--- src/rtl/shift_right_seq_if.sv ---
// Request/response bundle between the control unit and the multi-cycle
// right shifter. The master issues shift requests and observes
// busy/done/result.
interface shift_right_seq_if #(
  parameter int WIDTH       = 32,
  parameter int SHAMT_WIDTH = 5
);
  logic                   start;
  logic                   arith;
  logic [WIDTH-1:0]       in_data;
  logic [SHAMT_WIDTH-1:0] shamt;
  logic                   busy;
  logic                   done;
  logic [WIDTH-1:0]       out_data;

  modport master (
    output start, arith, in_data, shamt,
    input  busy, done, out_data
  );

  modport slave (
    input  start, arith, in_data, shamt,
    output busy, done, out_data
  );
endinterface

--- src/rtl/shift_right_seq.sv ---
// Multi-cycle right shifter (SRL/SRLV/SRA/SRAV) for the execute stage.
// The shifter moves the operand one bit position per clock. The fill bit is
// latched when the operand is captured, so arithmetic shifts replicate the
// original sign bit. Shift amounts of WIDTH or more therefore yield all-fill
// without any extra logic. All outputs come straight from flops.
module shift_right_seq #(
  parameter int WIDTH       = 32,
  parameter int SHAMT_WIDTH = 5
) (
  input  logic                     clk_i,
  input  logic                     rst_ni,
  shift_right_seq_if.slave         bus
);

  typedef enum logic [1:0] {
    ST_IDLE  = 2'd0,
    ST_SHIFT = 2'd1,
    ST_DONE  = 2'd2
  } state_e;

  state_e                 state_q;
  logic [WIDTH-1:0]       wr_q;
  logic [SHAMT_WIDTH-1:0] cnt_q;
  logic                   fb_q;
  logic                   busy_q;
  logic                   done_q;
  logic [WIDTH-1:0]       out_q;

  logic [WIDTH-1:0]       wr_d;
  logic [SHAMT_WIDTH-1:0] cnt_d;
  logic                   last_d;

  // Next working value and count for one shift step.
  always_comb begin
    wr_d   = {fb_q, wr_q[WIDTH-1:1]};
    cnt_d  = cnt_q - SHAMT_WIDTH'(1);
    last_d = (cnt_q == SHAMT_WIDTH'(1));
  end

  // Control FSM with datapath registers and registered status outputs.
  always_ff @(posedge clk_i) begin
    if (!rst_ni) begin
      state_q <= ST_IDLE;
      wr_q    <= '0;
      cnt_q   <= '0;
      fb_q    <= 1'b0;
      busy_q  <= 1'b0;
      done_q  <= 1'b0;
      out_q   <= '0;
    end else begin
      case (state_q)
        ST_IDLE, ST_DONE: begin
          if (bus.start) begin
            wr_q  <= bus.in_data;
            cnt_q <= bus.shamt;
            fb_q  <= bus.arith & bus.in_data[WIDTH-1];
            if (bus.shamt != SHAMT_WIDTH'(0)) begin
              state_q <= ST_SHIFT;
              busy_q  <= 1'b1;
              done_q  <= 1'b0;
            end else begin
              // Zero-length shift completes immediately with the operand.
              state_q <= ST_DONE;
              busy_q  <= 1'b0;
              done_q  <= 1'b1;
              out_q   <= bus.in_data;
            end
          end else begin
            state_q <= ST_IDLE;
            busy_q  <= 1'b0;
            done_q  <= 1'b0;
          end
        end
        ST_SHIFT: begin
          wr_q  <= wr_d;
          cnt_q <= cnt_d;
          if (last_d) begin
            state_q <= ST_DONE;
            busy_q  <= 1'b0;
            done_q  <= 1'b1;
            out_q   <= wr_d;
          end else begin
            state_q <= ST_SHIFT;
            busy_q  <= 1'b1;
            done_q  <= 1'b0;
          end
        end
        default: begin
          state_q <= ST_IDLE;
          busy_q  <= 1'b0;
          done_q  <= 1'b0;
        end
      endcase
    end
  end

  assign bus.busy     = busy_q;
  assign bus.done     = done_q;
  assign bus.out_data = out_q;

endmodule
--- src/flat_wrapper.sv ---
// flat-port wrapper written by rule: the top's interface ports become plain ports
module shift_right_seq_flat 
#(
  parameter int WIDTH       = 32,
  parameter int SHAMT_WIDTH = 5
)
  (clk_i, rst_ni, bus_start, bus_arith, bus_in_data, bus_shamt, bus_busy, bus_done, bus_out_data);
  shift_right_seq_if #(.WIDTH(WIDTH), .SHAMT_WIDTH(SHAMT_WIDTH)) bus_i ();
  input  logic clk_i;
  input  logic rst_ni;
  input wire logic [$bits(bus_i.start)-1:0] bus_start;
  input wire logic [$bits(bus_i.arith)-1:0] bus_arith;
  input wire logic [$bits(bus_i.in_data)-1:0] bus_in_data;
  input wire logic [$bits(bus_i.shamt)-1:0] bus_shamt;
  output wire logic [$bits(bus_i.busy)-1:0] bus_busy;
  output wire logic [$bits(bus_i.done)-1:0] bus_done;
  output wire logic [$bits(bus_i.out_data)-1:0] bus_out_data;
  assign bus_i.start = bus_start;
  assign bus_i.arith = bus_arith;
  assign bus_i.in_data = bus_in_data;
  assign bus_i.shamt = bus_shamt;
  assign bus_busy = bus_i.busy;
  assign bus_done = bus_i.done;
  assign bus_out_data = bus_i.out_data;
  shift_right_seq #(.WIDTH(WIDTH), .SHAMT_WIDTH(SHAMT_WIDTH)) u_core (.clk_i(clk_i), .rst_ni(rst_ni), .bus(bus_i));
endmodule
--- config.mk ---
export PLATFORM = sky130hd
export DESIGN_NAME = shift_right_seq_flat
export DESIGN_NICKNAME = d
export VERILOG_FILES = /design/src/rtl/shift_right_seq_if.sv /design/src/rtl/shift_right_seq.sv /design/src/flat_wrapper.sv
export SDC_FILE = /design/constraint.sdc
export NUM_CORES = 1
export LEC_CHECK = 0
export CAP_MARGIN = 15
export CORE_MARGIN = 1.5
export CORE_UTILIZATION = 44
export DETAILED_ROUTE_END_ITERATION = 12
export PLACE_DENSITY = 0.86
export SLEW_MARGIN = 15
export SYNTH_ARGS = -nofsm -noshare
export SYNTH_HDL_FRONTEND = slang
export SYNTH_SLANG_ARGS = --single-unit
--- constraint.sdc ---
create_clock -name clk_i -period 1.4 [get_ports clk_i]
set_input_delay 0.21 -clock clk_i [delete_from_list [all_inputs] [get_ports clk_i]]
set_output_delay 0.21 -clock clk_i [all_outputs]
set_load 0.02 [all_outputs]
==> results.md, run 1 <==
* Status: finished, violations left
* Failing checks: setup timing
* Core area at 6760 um2
* Syn Area/Cell at between 10 and 15 um2
* Layout net count at ~440
* Syn Inst Count at 300
* Critical path class: flop to flop
* Tot GR Track Use at roughly 22%
* Via/cell ratio at 5.58
* Critical-path top delay cell: dfxtp_2
* Yosys synthesis warning count at 0
* I/O Buffers at 74
* CTS Buffer Depth at 2
* Final hold violations at 0
* Die width at between 80 and 90 um
* 1st-iter DRT viols at 140
* Die height at 86.5 um
* TritonCTS clock tree: built
* Hold_ws at roughly 0.45 ns
* Fillers at about 490
* Post-synth top area cell: dfxtp_1
* Worst-skew pair later-pin latency at between 0.3 and 0.4 ns
* EDFF count, synth at 0
* Initial antenna violation count at 0
* Synth top area cells: dfxtp_1, a211oi_2, mux2i_1
* CTS Buf Count at 9
* Max VDD drop at 0.752 mV
* Clock-pin slew on the worst setup and hold paths at about 0.070 ns
* Final critical-path required period at 1.52 ns
* Crit path buffers/inverters at 2
* Ys async rst share at 0%
* Synth Cell Area at around 3100 um2
* Setup WS post-layout at -0.121 ns
* Sink Count at 71
* Layout cells sized above 1 at about a third
* Synthesized net count at 343
* Critical Path Sink Type: flop
* Largest net degree at the start of global routing at 32
* DIE AREA at 7470 um2
* CP arrival at 1.78 ns
* Yosys top cell area share at ~46%
* Dpl hpwl at ~4800 um
* Hold Path Class: input port to flop
* Antenna-violating nets left at 0
* Final period utilization at 109%
* Unrepaired setup endpoints after global routing: yes
* Slew headroom at about three quarters
* Drt first pass iters at 4
* Max cap viols at 0
* Routed WL at approximately 8600 um
* Static Leak at slightly above 2 nW
* Critical path required time at 1.66 ns
* H-tree levels at 3
* Worst slack, placed at -0.510 ns
* Initial Util at a little under half
* Clk_skew at roughly 0.0057 ns
* Most frequent cell after synthesis: dfxtp_1
* Sequential area share after synthesis at between 40% and 50%
* DR WL/cell at between 15 and 20 um
* Worst-Margin Slew at between 0.3 and 0.4 ns
* Row cnt at 30
* CP Launch Type: flop
* CP peak stage delay at around 0.33 ns
* Cell area after layout at 4730 um2
* CTS root buf: clkbuf_8
* # DRC at 0
* Top cell family by delay on the critical path: compound AO/OA/AOI/OAI gates
* Achievable Freq at 657 MHz
* Routed vias at approximately 2.7k
* Prevailing post-synth register cell: dfxtp_1
* Total grt overflow at 0
* Seq cells post-synth at between 70 and 80
* Vias in the first global route at about 2.7k
* GPL Wtd Cong at approximately 0.83
* Power, Total at approximately 5.3 mW
* Global-route wire length before repair at between 10,000 and 15,000 um
* Netlist cell types at 36
* Final setup vio count at 38
* Area Overhead vs Synth at 54.3%
* Slew Limit Fails at 0
* Power Dens Cells at roughly 1100 nW/um2
* Placed instance area at about 4000 um2
* Boundary pin count at between 70 and 80
* Ant. Diodes at 0
* Crit-path max FO at 6
* Cell Chain, Critical Path: inv_2, ha_4, nor4b_4, a22o_4, buf_6, nor2_4, a311oi_2
* Fin util at 70.0%
* Top post-synthesis cells by count: dfxtp_1, nor2_1, a211oi_1
## cell type report
| class | count | area [um2] | share of cell area (%) |
|---|---|---|---|
| Inverter | 4 | 15.0 | 0.318 |
| Multi-Input combinational cell | 200 | 1780 | 37.7 |
| Timing Repair Buffer | 112 | 1200 | 25.4 |
| Sequential cell | 71 | 1430 | 30.3 |
| Tap cell | 80 | 100 | 2.12 |
| Clock buffer | 10 | 138 | 2.91 |
| Clock inverter | 6 | 60.1 | 1.27 |
## report_power, final
group / internal (mW) / total (mW) / leakage [nW] / switching [mW]
registers: 2.20 / 2.33 / 0.585 / 0.134
logic: 0.693 / 1.37 / 1.36 / 0.677
clock network: 0.861 / 1.64 / 0.0981 / 0.778
total: 3.75 / 5.34 / 2.04 / 1.59
## metal layers
metal	wire [um]	global-route usage, %	share of wire (%)	vias up
met1	3600	26.5	42	1321
li1	-	-	-	1282
met3	364	4.86	4.3	16
met5	0	0	0	-
met4	151	10.6	1.8	0
met2	4450	37.6	52	78
## flip-flops by register name, summed over array words and instances (netlist names)
signal and count:
u_core.state_q 1, u_core.fb_q 1, u_core.bus.done 1, u_core.bus.out_data 32, u_core.cnt_q 5, u_core.wr_q 31
## final timing paths
kind	to	cells past startpoint	slack, ns	start
setup reg to reg	u_core.bus.out_data[0]	7	-0.12	u_core.cnt_q[1]
setup / recovery	u_core.bus.out_data[0]	7	-0.12	u_core.cnt_q[1]
hold / removal	u_core.fb_q	3	0.45	bus_arith
hold reg to reg	u_core.fb_q	2	0.48	u_core.fb_q
## cell families after synthesis
logic type               after synthesis  share of synthesized area, %
AO/OA/AOI/OAI                         77                          23.5
adder cells (fa/ha/maj)                2                         0.817
buffers and inverters                 29                          6.17
flip-flops                            71                          46.4
multiplexers                          32                          10.5
AND/OR/NAND/NOR                       89                          12.7
## layout by cell type, fill, tap and decap left out, types with 2 or more instances in the layout
master	count
a211oi_1	18
a211oi_2	40
a221oi_1	2
buf_12	9
buf_4	19
buf_6	5
clkbuf_16	2
clkbuf_8	10
clkdlybuf4s50_1	40
clkinv_2	3
clkinvlp_4	2
dfxtp_1	67
dfxtp_2	2
dfxtp_4	2
dlygate4sd2_1	33
ha_4	2
inv_2	3
mux2i_1	23
mux2i_2	6
mux2i_4	2
nand2_1	11
nand2b_4	2
nor2_1	45
nor2_2	8
nor2_4	11
nor2b_1	3
nor4b_4	3
o211a_1	5
o21a_1	2
o21ai_0	2
## metrics by stage
| stage | setup TNS [ns] | std cells |
|---|---|---|
| 6_report | -2.65 | 483 |
| 3_5_place_dp | -19.88 | 454 |
| 2_1_floorplan | -0.128 | 300 |
| 3_3_place_gp | -17.06 | 454 |
| 4_1_cts | -2.71 | 479 |
| 5_1_grt | -4.19 | 483 |
## tightest hold or removal path, delay by kind of cell
| family | cells | cell delay (ns) |
|---|---|---|
| AO/OA/AOI/OAI | 1 | 0.07 |
| buffers and inverters | 1 | 0.40 |
| AND/OR/NAND/NOR | 1 | 0.07 |
## repair_timing
| action | in CTS | in global routing |
|---|---|---|
| hold endpoints to repair | 0 | 0 |
| gates cloned | 4 | 2 |
| endpoints found under the setup margin | 81 | 63 |
| pin swaps | 7 | 18 |
| hold buffers | 0 | 0 |
| setup buffers | 5 | 5 |
| resized for setup | 77 | 45 |
Power figures use the tool's default switching activity.
==> run 2, diff against run 1 <==
--- a/config.mk
+++ b/config.mk
@@ -15,2 +15,3 @@
 export SYNTH_HDL_FRONTEND = slang
 export SYNTH_SLANG_ARGS = --single-unit
+export TNS_END_PERCENT = 100
==> constraint.sdc (replaced) <==
create_clock -name clk_i -period 1.4 [get_ports clk_i]
set_input_delay 0.21 -clock clk_i [delete_from_list [all_inputs] [get_ports clk_i]]
set_output_delay 0.21 -clock clk_i [all_outputs]
set_load 0.1 [all_outputs]
==> results.md, run 2 (same netlist as run 1, synthesis figures left out) <==
* Status: finished, violations left
* Failing checks: setup timing
* # DRC at 0 (unchanged)
* Worst-Margin Slew at 0.262 ns (-0.110 ns)
* Max VDD drop at 0.666 mV (-11%)
* Seq pwr share at 39.2% (-4.5 points)
* Tot GR Track Use at 22.3% (+0.16 points)
* Critical path class: flop to flop
* Die width at 86.5 um (unchanged)
* Cell Chain, Critical Path: inv_2, ha_4, nor4b_4, a22o_4, clkbuf_16, buf_6, o211a_1
* CP Launch Type: flop
* Vias in the first global route at 2,618 (-1.4%)
* Internal power at 4.08 mW (+8.8%)
* Met1 track demand over resource at 27.3% (+0.81 points)
* Critical Path Sink Type: flop
* I/O Buffers at 74 (unchanged)
* Antenna-violating nets left at 0 (unchanged)
* Switching share of power at 32.5% (+2.8 points)
* 1st-iter DRT viols at 120 (-14%)
* Dpl hpwl at 5040 um (+4.1%)
* Setup WS post-layout at -0.171 ns (-0.0502 ns)
* Placed instance area at 4560 um2 (+13%)
* Clock-pin slew on the worst setup and hold paths at 0.08 ns (about the same)
* Logic pwr share at 30.8% (+5.2 points)
* CP peak stage delay at 0.34 ns (about the same)
* Most frequent cells in the layout: dfxtp_1, nor2_1, buf_12
* Via/cell ratio at 5.56 (-0.46%)
* Initial Util at 45.4% (unchanged)
* Achievable Freq at 636 MHz (-3.2%)
* Routed WL at 8480 um (-0.91%)
* CTS Buf Count at 9 (unchanged)
* H-tree levels at 3 (unchanged)
* Max cap viols at 0 (unchanged)
* GPL Wtd Cong at 0.787 (-5.0%)
* Grt peak-use layer: met2
* Power Dens Cells at 1140 nW/um2 (+1.0%)
* CP arrival at 1.82 ns (+0.04 ns)
* Area Overhead vs Synth at 73.1%
* Cell area after layout at 5300 um2 (+12%)
* Routed vias at 2,729 (+1.2%)
* Met3 Use GR at 6.10% (+1.2 points)
* Clock Power Share at 30.1% (-0.6 points)
* Static Leak at 2.01 nW (-1.8%)
* Ant. Diodes at 0 (unchanged)
* Setup TNS at -3.75 ns (-1.10 ns)
* Layout cells sized above 1 at 45.7% (+11 points)
* Slew headroom at 82.2% (+7.7 points)
* Hold buffers post-CTS at 0 (unchanged)
* CTS Buffer Depth at 2 (unchanged)
* DR WL/cell at 17.3 um (-2.5%)
* Met2 Track Usage GR at 38.0% (+0.43 points)
* Clk_skew at 0.00648 ns (+0.000769 ns)
* Unrepaired setup endpoints after global routing: yes
* Most common library cell in the layout ignoring fill and taps: dfxtp_1
* Die height at 86.5 um (unchanged)
* Final period utilization at 112% (+3.6 points)
* Initial antenna violation count at 0 (unchanged)
* Final critical-path required period at 1.57 ns (+0.0502 ns)
* Sw power at 1.97 mW (+24%)
* Hold Path Class: input port to flop
* Boundary pin count at 75 (unchanged)
* Total grt overflow at 0 (unchanged)
* DIE AREA at 7470 um2 (unchanged)
* Crit-path max FO at 8 (+2)
* Critical-path top delay cell: dfxtp_2
* Layout net count at 449 (+1.8%)
* Slew Limit Fails at 0 (unchanged)
* Largest net degree at the start of global routing at 35 (+9.4%)
* Sink Count at 71 (unchanged)
* Row cnt at 30 (unchanged)
* TritonCTS clock tree: built
* Core area at 6760 um2 (unchanged)
* Final setup vio count at 32 (-16%)
* Critical path required time at 1.65 ns (about the same)
* CTS root buf: clkbuf_8
* Final hold violations at 0 (unchanged)
* Drt first pass iters at 4 (unchanged)
* Max reg flops at 32 (unchanged)
* Worst-skew pair later-pin latency at 0.35 ns (about the same)
* Global-route wire length before repair at 12,800 um (+0.54%)
[run 2: cell type report]
class | instances | area (um2)
multi-input cells | 200 | 1810
repair buffers | 120 | 1720
fillers | 399 | 1450
flip-flops and latches | 71 | 1430
clock buffers | 11 | 163
well taps | 80 | 100
clock inverters | 5 | 62.6
inverters | 4 | 17.5
[run 2: worst max-delay path: cells and delay by family (launching register included)]
kind | cells | cell delay, ns
compound gates | 2 | 0.50
fa+ha+maj | 1 | 0.15
buf+inv | 3 | 0.35
flops | 1 | 0.34
simple gates | 1 | 0.13
[run 2: path summary, 6_finish.rpt]
| path | slack (ns) | cells after the start | to | start |
|---|---|---|---|---|
| min | 0.45 | 3 | u_core.cnt_q[4] | bus_shamt[4] |
| min reg2reg | 0.48 | 2 | u_core.fb_q | u_core.fb_q |
| max reg2reg | -0.17 | 7 | u_core.bus.out_data[29] | u_core.cnt_q[1] |
| max | -0.17 | 7 | u_core.bus.out_data[29] | u_core.cnt_q[1] |
[run 2: what timing repair did]
item / in CTS / in global routing
setup endpoints to repair: 36 / 48
gates cloned: 4 / 3
gates resized for setup: 31 / 40
pin swaps: 10 / 14
buffers inserted: 5 / 1
[run 2: power groups by stage]
stage | combinational (mW) | sequential, mW | clock (mW)
after global placement | 1.52 | 2.37 | 0
after CTS | 1.73 | 2.35 | 1.83
final | 1.86 | 2.37 | 1.82
after floorplan | 0.677 | 2.68 | 0
after global routing | 1.95 | 2.39 | 1.93
after detailed placement | 1.56 | 2.39 | 0
[run 2: metal layers]
metal / part of all wire [%] / wire, um
met1: 44 / 3690
met4: 1.4 / 120
met2: 51 / 4320
met3: 4.1 / 349
met5: 0 / 0
[run 2: metrics by stage]
step	hold WS, ns	worst slack (ns)	total power [mW]	util (%)	std cells
after detailed placement	0.456	-0.445	3.95	67.4	465
after CTS	0.434	-0.144	5.91	75.1	490
after global placement	0.450	-0.390	3.90	67.4	465
after global routing	0.478	-0.259	6.27	78.5	491
after floorplan	0.355	-0.142	3.35	-	300
final	0.455	-0.171	6.05	78.5	491
